**src/rtl/dpo_mux_fsm.sv**
```systemverilog
// FX3 GPIF II slave-FIFO write-path arbiter: round-robin over N_CH FWFT data-port FIFOs,
// one packet per grant. Define DPO_PKT_CNT_EN to build the committed-packet counter.
module dpo_mux_fsm #(
  parameter int unsigned DW          = 32,
  parameter int unsigned N_CH        = 3,
  parameter int unsigned MAX_PKT     = 256,
  parameter int unsigned MAX_TIMEOUT = 16,
  parameter int unsigned ADDR_SETTLE = 3
) (
  input  logic                 clk_i,
  input  logic                 rstn_i,
  input  logic                 strt_i,
  output logic                 done_o,
  input  logic                 FLAG_i,
  output logic [1:0]           ADDR_o,
  output logic                 SLWRn_o,
  output logic                 PKTENDn_o,
  output logic [DW-1:0]        DQ_o,
  input  logic [N_CH*DW-1:0]   dpo_dt_i,
  input  logic [N_CH-1:0]      dpo_epty_i,
  output logic [N_CH-1:0]      dpo_rd_o,
  output logic [15:0]          pkt_cnt_o
);

  typedef enum logic [2:0] {
    S_IDLE,
    S_SCAN,
    S_SETTLE,
    S_WRITE,
    S_WAIT,
    S_COMMIT,
    S_DONE
  } state_t;

  state_t      state, state_next;
  logic [1:0]  ch, ptr, found_ch;
  logic        found;
  logic [2:0]  settle_cnt;
  logic [15:0] word_cnt;
  logic [7:0]  tmo_cnt;
  logic        epty_sel, pop, last;
  logic [DW-1:0] dt_arr [N_CH];

  for (genvar k = 0; k < N_CH; k++) begin : g_unpack
    assign dt_arr[k] = dpo_dt_i[k*DW +: DW];
  end

  assign epty_sel = dpo_epty_i[ch];

  // Round-robin search starting one past the last served channel.
  always_comb begin
    logic [1:0] cidx;
    found    = 1'b0;
    found_ch = '0;
    cidx     = '0;
    for (int unsigned i = 1; i <= N_CH; i++) begin
      cidx = 2'((int'(ptr) + i) % N_CH);
      if (!found && !dpo_epty_i[cidx]) begin
        found    = 1'b1;
        found_ch = cidx;
      end
    end
  end

  always_comb begin
    state_next = state;
    pop        = 1'b0;
    last       = 1'b0;
    case (state)
      S_IDLE:   if (strt_i) state_next = S_SCAN;
      S_SCAN:   state_next = found ? S_SETTLE : S_DONE;
      S_SETTLE: if (settle_cnt == 3'(ADDR_SETTLE - 1))
                  state_next = FLAG_i ? S_WRITE : S_DONE;
      S_WRITE: begin
        if (FLAG_i) begin
          if (!epty_sel) begin
            pop = 1'b1;
            if (word_cnt == 16'(MAX_PKT - 1)) begin
              last       = 1'b1;
              state_next = S_DONE;
            end
          end else begin
            state_next = S_WAIT;
          end
        end
      end
      S_WAIT: begin
        if (!epty_sel)
          state_next = S_WRITE;
        else if (FLAG_i && tmo_cnt == 8'(MAX_TIMEOUT - 1))
          state_next = S_COMMIT;
      end
      S_COMMIT: state_next = S_DONE;
      S_DONE:   state_next = S_IDLE;
      default:  state_next = S_IDLE;
    endcase
  end

  always_comb begin
    dpo_rd_o = '0;
    if (pop) dpo_rd_o[ch] = 1'b1;
  end

  always_ff @(posedge clk_i) begin
    if (!rstn_i) begin
      state      <= S_IDLE;
      ch         <= '0;
      ptr        <= 2'(N_CH - 1);
      settle_cnt <= '0;
      word_cnt   <= '0;
      tmo_cnt    <= '0;
      ADDR_o     <= '0;
      DQ_o       <= '0;
      SLWRn_o    <= 1'b1;
      PKTENDn_o  <= 1'b1;
      done_o     <= 1'b0;
    end else begin
      state     <= state_next;
      SLWRn_o   <= !pop;
      PKTENDn_o <= !(state_next == S_COMMIT);
      done_o    <= (state_next == S_DONE);
      if (state == S_SCAN) begin
        settle_cnt <= '0;
        word_cnt   <= '0;
        if (found) begin
          ch     <= found_ch;
          ptr    <= found_ch;
          ADDR_o <= found_ch;
        end
      end
      if (state == S_SETTLE) settle_cnt <= settle_cnt + 3'd1;
      if (pop) begin
        DQ_o     <= dt_arr[ch];
        word_cnt <= word_cnt + 16'd1;
      end
      // Timeout only accrues while the FX3 has space; any returning data restarts it.
      if (state == S_WRITE)
        tmo_cnt <= '0;
      else if (state == S_WAIT) begin
        if (!epty_sel)   tmo_cnt <= '0;
        else if (FLAG_i) tmo_cnt <= tmo_cnt + 8'd1;
      end
    end
  end

`ifdef DPO_PKT_CNT_EN
  logic [15:0] pkt_cnt;
  always_ff @(posedge clk_i) begin
    if (!rstn_i)
      pkt_cnt <= '0;
    else if ((pop && last) || state == S_COMMIT)
      pkt_cnt <= pkt_cnt + 16'd1;
  end
  assign pkt_cnt_o = pkt_cnt;
`else
  assign pkt_cnt_o = '0;
`endif

endmodule
```
**config.mk**
```make
export PLATFORM = sky130hd
export DESIGN_NAME = dpo_mux_fsm
export DESIGN_NICKNAME = d
export VERILOG_FILES = /design/src/rtl/dpo_mux_fsm.sv
export SDC_FILE = /design/constraint.sdc
export NUM_CORES = 1
export LEC_CHECK = 0
export BUFFER_PORTS_ARGS = -buffer_cell sky130_fd_sc_hd__clkbuf_2
export CAP_MARGIN = 10
export CORE_MARGIN = 1
export CORE_UTILIZATION = 44
export DETAILED_ROUTE_END_ITERATION = 16
export GPL_TIMING_DRIVEN = 0
export PLACE_DENSITY = 0.78
export SYNTH_ARGS = -nofsm -noshare
export SYNTH_HDL_FRONTEND = slang
export SYNTH_SLANG_ARGS = --single-unit
```
**constraint.sdc**
```tcl
create_clock -name clk_i -period 2.65 [get_ports clk_i]
set_input_delay 0.53 -clock clk_i [delete_from_list [all_inputs] [get_ports clk_i]]
set_output_delay 0.53 -clock clk_i [all_outputs]
set_load 0.005 [all_outputs]
```
Word-level counts from Yosys, hierarchy flattened
Cells that the tools add are included.
{"block": "totals", "register_bits": 69, "inputBits": 103, "out_inout_bits": 56}
{"block": "op_classes", "muxes": 39, "div": 3, "bitwise": 2, "n_reduce_logical": 15, "n_addsub": 6, "n_lt_le_gt_ge": 6, "eq_ne": 11}
{"op": "32-bit by 2-bit remainder unit with 32-bit output, second input constant", "count": 3}
{"op": "32-bit binary-select mux with 2-bit select", "count": 1}
{"op": "32-bit 2-to-1 mux", "count": 2}
{"op": "3-bit 2-to-1 mux", "count": 12}
{"op": "16-bit 2-to-1 mux", "count": 2}
{"op": "3-bit one-hot mux with 6 select lines", "count": 1}
{"op": "16-bit by 1-bit adder with 16-bit output, second input constant", "count": 1}
{"op": "16-bit by 8-bit == test with 1-bit output, second input constant", "count": 1}
{"op": "8-bit 2-to-1 mux", "count": 2}
{"op": "3-bit == test, second input constant", "count": 4}
{"op": "2-bit by 3-bit less-than comparator with 1-bit output, second input constant", "count": 4}
{"op": "1-bit 2-to-1 mux", "count": 11}
{"op": "3-bit by 2-bit == test with 1-bit output, second input constant", "count": 3}
{"op": "8-bit by 1-bit adder with 8-bit output, second input constant", "count": 1}
{"op": "1-bit binary-select mux with 2-bit select", "count": 4}
{"op": "8-bit by 4-bit == test with 1-bit output, second input constant", "count": 1}
{"op": "2-bit by 2-bit adder with 3-bit output, second input constant", "count": 2}
{"op": "2-bit 2-to-1 mux", "count": 3}
{"op": "1-bit logical NOT", "count": 5}
{"op": "1-bit logical AND", "count": 4}
{"op": "2-bit AND reduction", "count": 2}
{"op": "2-bit nonzero test", "count": 2}
{"op": "2-bit by 1-bit adder with 3-bit output, second input constant", "count": 1}
{"op": "3-bit by 1-bit adder with 3-bit output, second input constant", "count": 1}
{"op": "other kinds (9)", "count": 9}

Longest topological paths before layout
Gate-level depths: netlist of the first run.
{"block": "logic_depth", "word_depth": 14, "mapped_depth": 10}

Worst setup path before layout of the first run
OpenSTA, ideal clock, no wires.
{"block": "synth_timing", "path_type": "flip-flop to flip-flop", "from": "register ch[0]", "to": "register PKTENDn_o", "arrival_ns": 2.379, "path_stages_with_launch": 10, "period_less_slack_ns": 2.493, "setup_slack_ns": 0.157, "cell_sequence": "dfxtp_1 -> buf_2 -> inv_1 -> buf_2 -> clkbuf_1 -> ha_1 -> nor4_1 -> a41oi_1 -> or3_1 -> a21o_1"}
{"block": "synth_between", "elab_chain_cells": 7, "elab_cells_between_ends": 8, "cone_classes": "eq/ne (1); mux (6); reduce/logical (1)"}
{"item": "start, declared", "line": "36", "source": "logic [1:0] ch, ptr, found_ch;"}
{"item": "start signal, assigned", "line": "126", "source": "ch <= found_ch;"}
{"item": "1-bit binary-select mux with 2-bit select (*)", "line": "48", "source": "assign epty_sel = dpo_epty_i[ch];"}
{"item": "1-bit 2-to-1 mux (implied by the code) (*)", "line": "48"}
{"item": "3-bit 2-to-1 mux", "line": "76", "source": "if (!epty_sel) begin"}
{"item": "3-bit 2-to-1 mux", "line": "75", "source": "if (FLAG_i) begin"}
{"item": "3-bit one-hot mux with 6 select lines (*)", "line": "69", "source": "case (state)"}
{"item": "3-bit == test (*)", "line": "120", "source": "PKTENDn_o <= !(state_next == S_COMMIT);"}
{"item": "1-bit logical NOT (*)", "line": "120"}
{"item": "end signal, assigned", "line": "120"}
{"item": "end, declared", "line": "17", "source": "output logic PKTENDn_o,"}
Every way passes the cells marked *; elsewhere a longest branch is shown, timed or not. The select of a mux whose other input is x is not followed.
A chain may end at the register's enable or synchronous reset.

Worst setup path after layout of the first run
{"block": "layout_timing", "from": "register ch[0]", "to": "output port dpo_rd_o[1]"}
{"block": "layout_between", "elab_chain_cells": 6, "elab_cells_between_ends": 11, "cone_classes": "order compare (2); mux (8); reduce/logical (1)"}
{"item": "1-bit binary-select mux with 2-bit select", "line": "48"}
{"item": "1-bit 2-to-1 mux (implied by the code)", "line": "48"}
{"item": "1-bit 2-to-1 mux", "line": "76"}
{"item": "1-bit 2-to-1 mux", "line": "75"}
{"item": "1-bit 2-to-1 mux", "line": "69"}
{"item": "3-bit 2-to-1 mux (*)", "line": "101", "source": "if (pop) dpo_rd_o[ch] = 1'b1;"}
{"item": "end, declared", "line": "21", "source": "output logic [N_CH-1:0] dpo_rd_o,"}
Marks and branches as above.

==> flow_metrics.env, run 1 <==
export IMPL_io_pins=159
export IMPL_drc=0
export IMPL_worstSkewPairLatency_ns=0.34
export IMPL_worstPathRequired_ns=2.12
export IMPL_drv_cap=0
export IMPL_p_total_uw=2370
export IMPL_drtIter0Drc=183
export IMPL_cts_tree="yes"
export IMPL_fin_tns_setup_ns=0
export IMPL_numCtsBuffers=9
export IMPL_grt_pass1_vias=3784
export IMPL_relSlewSlack=0.607
export IMPL_crit_path_start_kind="register"
export IMPL_wl_mm=11.0
export IMPL_netlist_instances=464
export IMPL_layout_commonest_cell="clkbuf_2"
export IMPL_clock_tree_buffer_depth=2
export IMPL_vias=4041
export IMPL_clk_pin_slew_worst_paths_ns=0.08
export IMPL_core_region_area_um2=8340
export IMPL_diodes=0
export IMPL_mostFrequentLayoutCells="clkbuf_2 (143), dfxtp_1 (67), nor2_1 (46)"
export IMPL_end_kind="output port"
export IMPL_yosysSeqAreaShare=0.355
export IMPL_htreeDepth=3
export IMPL_async_flop_share=0
export IMPL_hold_viol=0
export IMPL_finalInstanceArea_um2=4950
export IMPL_die_height_um=95.3
export IMPL_synth_area_per_cell_um2=8.26
export IMPL_row_count=33
export IMPL_fill_cells=763
export IMPL_cts_root_buf="clkbuf_8"
export IMPL_ant_nets=0
export IMPL_grt_overflow_total=0
export IMPL_via_per_inst=5.47
export IMPL_nets=740
export IMPL_ys_warn_count=0
export IMPL_drv_slew=0
export IMPL_skew_ns=0.0103
export IMPL_wl_per_cell_um=14.8
export IMPL_first_pass_iters=4
export IMPL_max_freq_mhz=400
export IMPL_tightest_slew_ns=0.589
export IMPL_antenna_found_initial=0
export IMPL_synth_ff_type="dfxtp_1"
export IMPL_synthesis_area_um2=3830
export IMPL_holdWs_ns=0.408
export IMPL_min_path_type="primary input to register"
export IMPL_yosys_register_bits=68
export IMPL_initial_core_util=0.460
export IMPL_cp_arrival_ns=1.97
export IMPL_cts_sinks=68
export IMPL_grt_max_degree=29
export IMPL_die_area_um2=9090
export IMPL_period_needed_ns=2.50
export IMPL_yosysUniqueCellTypes=57
export IMPL_crit_fanout=10
export IMPL_dpl_worst_slack_ns=-0.292
export IMPL_finalCritPeriodShare=0.944
export IMPL_die_w_um=95.3
export IMPL_leakage_uw=0.00221
export IMPL_crit_type="register to output port"
export IMPL_grt_use_total=0.242
export IMPL_dp_hpwl_mm=8.39
export IMPL_gp_congestion=0.860
export IMPL_rsz0062_at_grt="false"
export IMPL_io_buffers=142
export IMPL_postCtsSetupBuffers=0
export IMPL_status="complete, no violations"
export IMPL_multiInputGateArea_um2=2230
export IMPL_vdd_drop_max_mv=0.292
export IMPL_placed_area_um2=4730
export IMPL_synth_edf_count=0
export IMPL_drive_gt1_frac=0.341
export IMPL_syn_to_final_growth_pct=29.2
export IMPL_setup_slack_ns=0.149
export IMPL_ff_latch_area_um2=1360
export IMPL_powerDensity_nw_per_um2=479
export IMPL_setup_viol=0
export IMPL_grt_pass1_wl_mm=17.1
## flip-flops by register name (all words and copies together) (netlist names)
register	count
DQ_o	32
word_cnt	16
tmo_cnt	8
settle_cnt	3
state	3
ch	2
PKTENDn_o	1
SLWRn_o	1
done_o	1
ptr	1
## what timing repair did
action / CTS / global route
resized for setup: 2 / 7
endpoints found under the setup margin: 7 / 4
hold buffers: 0 / 0
cloned: 0 / 0
## power breakdown
| part | total, uW | internal (uW) | leakage [uW] | switching, uW |
|---|---|---|---|---|
| clock | 956 | 552 | 0.000113 | 404 |
| sequential | 1050 | 1040 | 0.000549 | 14.9 |
| combinational | 367 | 173 | 0.00155 | 193 |
## cells in the mapped netlist (4+ instances only)
cell      count  area share
ha_1          8       0.026
nor4_1        4      0.0065
nor3_1       16       0.021
and2_1        4      0.0065
a221oi_1     14       0.032
inv_1         8      0.0078
nand3_1      28       0.037
a221o_1      19       0.050
nor2b_1       8       0.013
nand4_1       5      0.0082
a21oi_1      38       0.050
buf_4        19       0.037
buf_2        14       0.018
o21ai_0      16       0.021
dfxtp_1      68        0.36
nand2_1      43       0.042
nor2_1       46       0.045
o211ai_1      7       0.014
xor2_1        7       0.016
and3_1        8       0.013
clkbuf_1     13       0.013
mux2_2       16       0.047
## cell families (layout without fill, tap and decap cells)
logic type	count (synthesis)	count (layout)	synth area share
AOI/OAI and AO/OA	124	124	0.233
buffers and inverters	57	212	0.0813
muxes	17	17	0.0496
and+or+nand+nor	181	181	0.236
DFF	68	68	0.355
other	1	16	0.000978
xor gates and xnor gates	8	8	0.0183
adders and majority gates	8	8	0.0261
## metrics by stage
step,util,std cells
final,0.594,739
after CTS,0.592,739
after global placement,0.567,726
after detailed placement,0.567,726
after floorplan,-,479
after global routing,0.594,739
## routing by layer
metal | global-route usage | part of all wire
met5 | 0 | 0
met1 | 0.287 | 0.42
met4 | 0.0884 | 0.015
met3 | 0.0558 | 0.058
met2 | 0.421 | 0.51
## path summary, 6_finish.rpt
check                     startpoint                       to  slack, ns  depth (start not counted)
max               ch[0]$_SDFFE_PN0P_              dpo_rd_o[1]       0.15                          7
min                     dpo_dt_i[82]    DQ_o[18]$_SDFFE_PN0P_       0.41                          2
max reg2reg       ch[0]$_SDFFE_PN0P_     PKTENDn_o$_SDFF_PN1_       0.15                          9
min reg2reg  tmo_cnt[0]$_SDFFE_PP0P_  tmo_cnt[0]$_SDFFE_PP0P_       0.49                          2
## worst max-delay path, cell delays in order (launching register included)
cell and delay, ns:
dfxtp_1 0.39, clkbuf_4 0.22, nand3b_1 0.14, o211ai_1 0.19, buf_4 0.24, buf_2 0.24
nor3_1 0.07, clkbuf_2 0.13
## layout make-up
class	count	area share
inverter	8	0.00606
sequential	68	0.275
multi-input combinational	354	0.450
clock inverter	5	0.0152
tap	105	0.0265
timing repair buffer	142	0.143
clock buffer	11	0.0285
buffer	46	0.0556
Power figures use the tool's default switching activity.
==> run 2, diff against run 1 <==
CORE_UTILIZATION = 50   (was 44)
PLACE_DENSITY = 0.84   (was 0.78)
clock period = 3.2 ns   (was 2.65 ns; I/O delays follow)
==> run 2 against run 1 <==
Critical path depth is the same. Clock power shrank 26%. Utilization grew 7.6 points. Worst setup slack gained 0.049 ns. Final area shrank 0.86%. Worst hold slack gained 0.064 ns. Final cell count shrank 0.68%. Total power shrank 21%. Sequential power shrank 17%. Wire length grew 1.7%. Flip-flop and latch count is the same. Count of clock-buffer cells in the layout is the same. Critical path type unchanged. Largest cell class unchanged.
==> flow_metrics.env, run 2 (synthesis gave the netlist of run 1 again) <==
export IMPL_hp_start="word_cnt[7]$_SDFFE_PN0P_"
export IMPL_top_register="DQ_o"
export IMPL_fin_tns_setup_ns=0
export IMPL_hold_buffers=0
export IMPL_dp_hpwl_mm=8.39
export IMPL_cp_arrival_ns=2.36
export IMPL_period_needed_ns=3.00
export IMPL_placed_area_um2=4720
export IMPL_setup_viol=0
export IMPL_drtIter0Drc=235
export IMPL_rr_startpoint="ch[0]$_SDFFE_PN0P_"
export IMPL_ctsResizeCount=0
export IMPL_drv_slew=0
export IMPL_min_path_type="register to register"
export IMPL_grt_pass1_wl_mm=17.5
export IMPL_worstSkewPairLatency_ns=0.35
export IMPL_wl_per_cell_um=15.2
export IMPL_reg_top3="DQ_o (32), word_cnt (16), tmo_cnt (8)"
export IMPL_ant_nets=0
export IMPL_layout_commonest_cell="clkbuf_2"
export IMPL_crit_type="register to output port"
export IMPL_postCtsSetupBuffers=0
export IMPL_cts_root_buf="clkbuf_8"
export IMPL_largest_reg_flops=32
export IMPL_mostFrequentLayoutCells="clkbuf_2 (143), dfxtp_1 (68), nor2_1 (46)"
export IMPL_critical_path_startpoint="ch[1]$_SDFFE_PN0P_"
export IMPL_clk_pin_slew_worst_paths_ns=0.08
export IMPL_end_kind="output port"
export IMPL_drc=0
export IMPL_crit_fanout=10
export IMPL_io_pins=159
export IMPL_vias=4153
export IMPL_powerDensity_nw_per_um2=383
export IMPL_drv_cap=0
export IMPL_die_area_um2=8020
export IMPL_antenna_found_initial=0
export IMPL_status="complete, no violations"
export IMPL_grt_max_degree=12
export IMPL_gp_congestion=0.920
export IMPL_first_pass_iters=5
export IMPL_die_height_um=89.6
export IMPL_relSlewSlack=0.587
export IMPL_via_per_inst=5.66
export IMPL_io_buffers=142
export IMPL_cts_tree="yes"
export IMPL_numCtsBuffers=9
export IMPL_grt_pass1_vias=3849
export IMPL_nets=742
export IMPL_leakage_uw=0.00219
export IMPL_finalCritPeriodShare=0.938
export IMPL_grt_overflow_total=0
export IMPL_finalInstanceArea_um2=4910
export IMPL_row_count=31
export IMPL_crit_path_start_kind="register"
export IMPL_cts_sinks=68
export IMPL_vdd_drop_max_mv=0.253
export IMPL_max_freq_mhz=333
export IMPL_dp_cells=720
export IMPL_diodes=0
export IMPL_final_cells=734
export IMPL_hold_viol=0
export IMPL_syn_to_final_growth_pct=28.1
export IMPL_tightest_slew_ns=0.619
export IMPL_clock_tree_buffer_depth=2
export IMPL_drive_gt1_frac=0.335
export IMPL_worstPathRequired_ns=2.56
export IMPL_initial_core_util=0.523
export IMPL_die_w_um=89.6
export IMPL_rsz0062_at_grt="false"
export IMPL_htreeDepth=3
export IMPL_skew_ns=0.00883
export IMPL_wl_mm=11.1
export IMPL_final_util=0.670
export IMPL_grt_use_total=0.284
export IMPL_core_region_area_um2=7330
## run 2: cell count changes in the layout (fill, tap and decap cells not counted), sizes merged
cell,change
bufinv,-1
clkinv,-2
clkbuf,-1
clkinvlp,+2
buf,+3
## run 2: report_power, final
group          internal, uW  leakage, uW  switching [uW]
Sequential              859     0.000549            12.4
Clock                   376    0.0000914             332
Combinational           141      0.00155             161
## run 2: critical path: stages, from the launching register on
cell and delay, ns:
dfxtp_1 0.51, mux2i_1 0.34, o211a_1 0.22, buf_4 0.20
buf_2 0.24, buf_2 0.24, and2_1 0.15, clkbuf_2 0.11
## run 2: path summary, 6_finish.rpt
kind	end	slack, ns	cells after the start
max reg2reg	PKTENDn_o$_SDFF_PN1_	0.47	8
min	word_cnt[7]$_SDFFE_PN0P_	0.47	1
min reg2reg	word_cnt[7]$_SDFFE_PN0P_	0.47	1
max	dpo_rd_o[2]	0.20	7
## run 2: metal layers
layer	GRT usage	up-vias	share of wire
met3	0.0609	26	0.066
li1	-	2016	-
met2	0.490	175	0.51
met4	0.115	0	0.023
met1	0.343	1936	0.40
met5	0	-	0
## run 2: stage by stage
step	power [uW]	hold slack, ns	setup WS [ns]
global route	1940	0.505	0.0315
finish	1880	0.472	0.198
global placement	1180	0.449	0.320
detailed placement	1190	0.462	0.180
CTS	1880	0.472	0.143
floorplan	1070	0.433	0.707
## run 2: area by class of cell
class	count	area, um^2
Fill cell	606	2420
Multi-Input combinational cell	354	2220
Sequential cell	68	1360
Timing Repair Buffer	142	711
Buffer	48	278
Clock buffer	11	141
Tap cell	99	124
Clock inverter	4	50.0
Inverter	8	30.0
